<file path="src/rtl/flag_unit.sv">
// flag_unit: carry/parity flag registers for the ALU, with a small LIFO stack
// for saving and restoring the flag pair, and a sticky stack-misuse error flag.
module flag_unit #(
    parameter int DEPTH = 4              // stack entries, 2..8
) (
    input  logic       clk,
    input  logic       reset,
    input  logic       commit,
    input  logic       sc_o,
    input  logic       sc_en,
    input  logic       sc_clr,
    input  logic       pari,
    input  logic       pari_en,
    input  logic       pari_clr,
    input  logic       push,
    input  logic       pop,
    input  logic       err_clr,
    output logic       sc_q,
    output logic       pari_q,
    output logic [3:0] depth,
    output logic       full,
    output logic       empty,
    output logic       err
);

    // Live state
    logic       sc_d;
    logic       pari_d;
    logic [3:0] depth_q;
    logic [3:0] depth_d;
    logic       err_q;
    logic       err_d;

    // Stack storage: each entry holds {sc, pari}
    logic [1:0]       entry_q [DEPTH];
    logic [DEPTH-1:0] entry_we;
    logic [1:0]       top_data;
    logic [3:0]       top_idx;

    // Stack operation decode
    logic do_push;
    logic do_pop;
    logic err_set;

    assign full  = (depth_q == 4'(DEPTH));
    assign empty = (depth_q == 4'd0);
    assign depth = depth_q;
    assign err   = err_q;

    // Classify the stack request; any illegal combination raises the error
    always_comb begin
        do_push = push && !pop && !full;
        do_pop  = pop && !push && !empty;
        err_set = (push && pop) || (push && !pop && full) || (pop && !push && empty);
    end

    // Per-entry write enable: a push lands in the slot just above the top
    genvar gi;
    generate
        for (gi = 0; gi < DEPTH; gi++) begin : g_we
            assign entry_we[gi] = do_push && (depth_q == 4'(gi));
        end
    endgenerate

    // Read the current top of stack (only meaningful when depth is non-zero)
    always_comb begin
        top_idx  = depth_q - 4'd1;
        top_data = 2'b00;
        for (int i = 0; i < DEPTH; i++) begin
            if (top_idx == 4'(i)) begin
                top_data = entry_q[i];
            end
        end
    end

    // Next live flags: committed update with clear over load; a legal pop
    // restores the saved pair and overrides the update
    always_comb begin
        sc_d   = sc_q;
        pari_d = pari_q;
        if (commit) begin
            if (sc_clr) begin
                sc_d = 1'b0;
            end else if (sc_en) begin
                sc_d = sc_o;
            end
            if (pari_clr) begin
                pari_d = 1'b0;
            end else if (pari_en) begin
                pari_d = pari;
            end
        end
        if (do_pop) begin
            sc_d   = top_data[1];
            pari_d = top_data[0];
        end
    end

    // Next occupancy and sticky error (a new error beats err_clr)
    always_comb begin
        depth_d = depth_q;
        if (do_push) begin
            depth_d = depth_q + 4'd1;
        end else if (do_pop) begin
            depth_d = depth_q - 4'd1;
        end
        err_d = err_q;
        if (err_set) begin
            err_d = 1'b1;
        end else if (err_clr) begin
            err_d = 1'b0;
        end
    end

    // Live state registers with synchronous reset
    always_ff @(posedge clk) begin
        if (reset) begin
            sc_q    <= 1'b0;
            pari_q  <= 1'b0;
            depth_q <= 4'd0;
            err_q   <= 1'b0;
        end else begin
            sc_q    <= sc_d;
            pari_q  <= pari_d;
            depth_q <= depth_d;
            err_q   <= err_d;
        end
    end

    // Stack entries are not reset: they are unreachable once depth is 0
    always_ff @(posedge clk) begin
        for (int i = 0; i < DEPTH; i++) begin
            if (entry_we[i] && !reset) begin
                entry_q[i] <= {sc_q, pari_q};
            end
        end
    end

endmodule

</file>
<file path="config.mk">
export PLATFORM = sky130hd
export DESIGN_NAME = flag_unit
export DESIGN_NICKNAME = d
export VERILOG_FILES = /design/src/rtl/flag_unit.sv
export SDC_FILE = /design/constraint.sdc
export NUM_CORES = 1
export LEC_CHECK = 0
export CORE_AREA = 3 3 49 51
export CTS_BUF_LIST = sky130_fd_sc_hd__clkbuf_8
export DETAILED_ROUTE_END_ITERATION = 10
export DIE_AREA = 0 0 52 54
export PLACE_DENSITY = 0.71
export SYNTH_ARGS = -nofsm -noshare
export SYNTH_HDL_FRONTEND = slang
export SYNTH_SLANG_ARGS = --single-unit
</file>
<file path="constraint.sdc">
create_clock -name clk -period 1.6 [get_ports clk]
set_input_delay 0.48 -clock clk [delete_from_list [all_inputs] [get_ports clk]]
set_output_delay 0.48 -clock clk [all_outputs]
set_load 0.05 [all_outputs]
</file>
==> results.tsv, run 1 <==
metric	value	unit
Leakage Power	0.616	nW
DP HPWL	1.64	mm
Synth Instances	84	
Syn Area/Cell	10.6	µm²
Final Net Count	146	
die height	54	µm
initial antenna violation count	0	
DR vias	801	
Final Hold Viols	0	
Core Region	0.00198	mm²
DR iter-0 viols	12	
failing checks	setup timing	
crit path kind	reg2out	
First-pass DRT Iterations	4	
PwrDens	1390	mW/mm²
RSZ-0062 raised after global routing	yes	
CP bufs+invs	3	
final worst setup slack	-0.175	ns
PortBufs	20	
CP Data Arrival Time	1.29	ns
Final ANT Viol Nets	0	
Critical Path Max Stage Delay	0.35	ns
Die ar.	0.00281	mm²
number of global-route vias before repair	802	
most common cell after layout, fill and taps aside	buf_4	
Slew @ Worst Pin	0.324	ns
final cell count without fillers	153	
Core Rows	16	
drt wl/cell	14.7	µm
Compound-Gate Fraction of Synth Area	18.0	%
clock buffer depth	2	
Residual DRC	0	
commonest cells after routing, fill and taps aside	19 x buf_4, 9 x clkdlybuf4s50_1, 9 x buf_12, 8 x edfxtp_1, 7 x o21ai_0	
layout cells sized above 1	45.2	%
Chip Width	52	µm
CTS tree	built	
Period minus WS final	1.77	ns
total grt overflow	0	
simple-gate share of the synthesized area	23.0	%
CP max FO	3	
largest family of logic cells by synthesized area	simple AND/OR/NAND/NOR gates	
Worst EP required	1.12	ns
CTS buffer count	3	
Starting Density	45.0	%
# setup viols final	8	
Total Routing Usage GR	17.6	%
setup TNS	-0.630	ns
CTS Hold Bufs	0	
CP Launch Type	flip-flop	
first-pass GRT wire length	3.62	mm
Max VDD drop	0.00108	V
final clock skew	0.00163	ns
Slew HR	78.4	%
Clk pin slew, worst setup/hold paths	0.06	ns
multiplexer area fraction after synthesis	3.65	%
H-tree depth	1	
final worst path period share	111	%
crit-path leading delay family	flip-flops	
sequential area share after synthesis	42.6	%
max_cap viols	0	
io pins	21	
Unique masters post-synth	35	
synthesis-stage register bit count	15	
Inserted Diodes	0	
max-slew violation count	0	
r2r setup slk	-0.09	ns
status	finished with violations	
YS warnings	0	
top achievable clock speed	563	MHz
Area Growth Syn to Fin	66.3	%
critical path cell sequence	inv_4 > ha_4 > nor3b_4 > buf_4 > buf_12	
clock latency on the worst-skew pair	0.25	ns
hold slack	0.574	ns
largest net degree at the start of global routing	12	
Synth Net Count	103	
Synth Area in Adders	9.82	%
Hold WC Path Type	reg2reg	
vias per cell	5.24	
clk root buf	clkbuf_8	
CP Capture Type	output pin	
clock sinks	15	
Netlist Area Pre-Place	892	µm²
Final GP Congestion	0.780	
Crit-path slowest cell	dfxtp_4	
final total power	2.06	mW
Synth Area in XOR/XNOR	0	%
final wirelength	2.25	mm
FILL cells	125	
placed cells	145	
## sequential cells by signal, summed over array words and instances, names as in the netlist
| name | count |
|---|---|
| err | 1 |
| entry_q | 8 |
| sc_q | 1 |
| depth | 4 |
| pari_q | 1 |
## cell families (layout without fill, tap and decap cells)
logic type / after synthesis / count (layout)
AOI/OAI and AO/OA: 24 / 24
and+or+nand+nor: 29 / 29
DFF: 15 / 15
buffers and inverters: 6 / 48
muxes: 3 / 3
adders and majority gates: 7 / 7
## worst paths after layout
kind | start | endpoint | depth (start not counted)
max reg2reg | depth[0] | depth[3] | 7
max | depth[1] | empty | 5
min reg2reg | sc_q | entry_q[3][1] | 0
min | sc_q | entry_q[3][1] | 0
## final cells by class
| cell class | count | area [µm²] | share of cell area [%] |
|---|---|---|---|
| well taps | 27 | 33.8 | 2.28 |
| repair buffers | 40 | 442 | 29.8 |
| inverters | 4 | 20.0 | 1.35 |
| multi-input cells | 63 | 553 | 37.3 |
| clock buffers | 3 | 41.3 | 2.78 |
| clock inverters | 1 | 5.00 | 0.337 |
| flip-flops and latches | 15 | 389 | 26.2 |
## stage by stage
stage               setup WS, ns  cell area, µm²  util [%]
floorplan                 -0.403             925         -
global placement          -0.402            1360      68.5
detailed placement        -0.388            1360      68.5
CTS                       -0.175            1480      74.5
global route              -0.229            1480      74.9
finish                    -0.175            1480      74.9
## where the power goes
group	internal (mW)	leakage [nW]	switching, mW	total, mW
registers	0.462	0.134	0.0558	0.517
clock network	0.172	0.0255	0.133	0.305
logic	0.623	0.457	0.617	1.24
## synthesized netlist by cell type
cell / n / share of area [%]
buf_4: 1 / 0.84
nor2_1: 3 / 1.3
and3b_1: 1 / 0.98
a211oi_1: 2 / 1.7
mux2_2: 2 / 2.5
ha_1: 7 / 9.8
a22oi_1: 2 / 1.7
o41ai_1: 3 / 2.9
nor2b_1: 2 / 1.4
clkbuf_1: 1 / 0.42
or3_1: 3 / 2.1
and3b_2: 1 / 1.1
and3_1: 1 / 0.70
nor2_4: 1 / 1.3
dfxtp_1: 7 / 16
nor3b_2: 1 / 1.4
and2_2: 1 / 0.84
nor3_1: 1 / 0.56
nand2b_1: 1 / 0.70
o221ai_1: 2 / 2.0
a221oi_1: 1 / 0.98
mux2i_1: 1 / 1.1
o21ai_0: 9 / 5.0
nand2_1: 4 / 1.7
or3b_1: 1 / 0.98
and2_1: 3 / 2.1
nor3b_4: 1 / 2.1
o21bai_1: 1 / 0.84
and4b_1: 2 / 2.2
nor3b_1: 1 / 0.84
edfxtp_1: 8 / 27
inv_1: 4 / 1.7
nor4_1: 1 / 0.70
a211o_2: 1 / 1.1
a21oi_1: 3 / 1.7
## what timing repair did
| action | in CTS | in global routing |
|---|---|---|
| endpoints found under the hold margin | 0 | 0 |
| buffers inserted | 3 | 1 |
| gates resized for setup | 15 | 0 |
| pin swaps | 7 | 4 |
| endpoints found under the setup margin | 16 | 8 |
## routing by layer
| layer | routed length [µm] | global-route usage, % |
|---|---|---|
| met4 | 16 | 5.24 |
| met3 | 79 | 3.32 |
| met1 | 940 | 20.1 |
| met2 | 1210 | 33.1 |
| met5 | 0 | 0 |
(Power assumes the default switching activity.)
==> inputs of run 2 (changes only) <==
Settings changed: GPL_ROUTABILITY_DRIVEN from default to 0.
==> results of run 2 <==
Same layout as run 1: the final DEF is identical, and so are final timing and power.
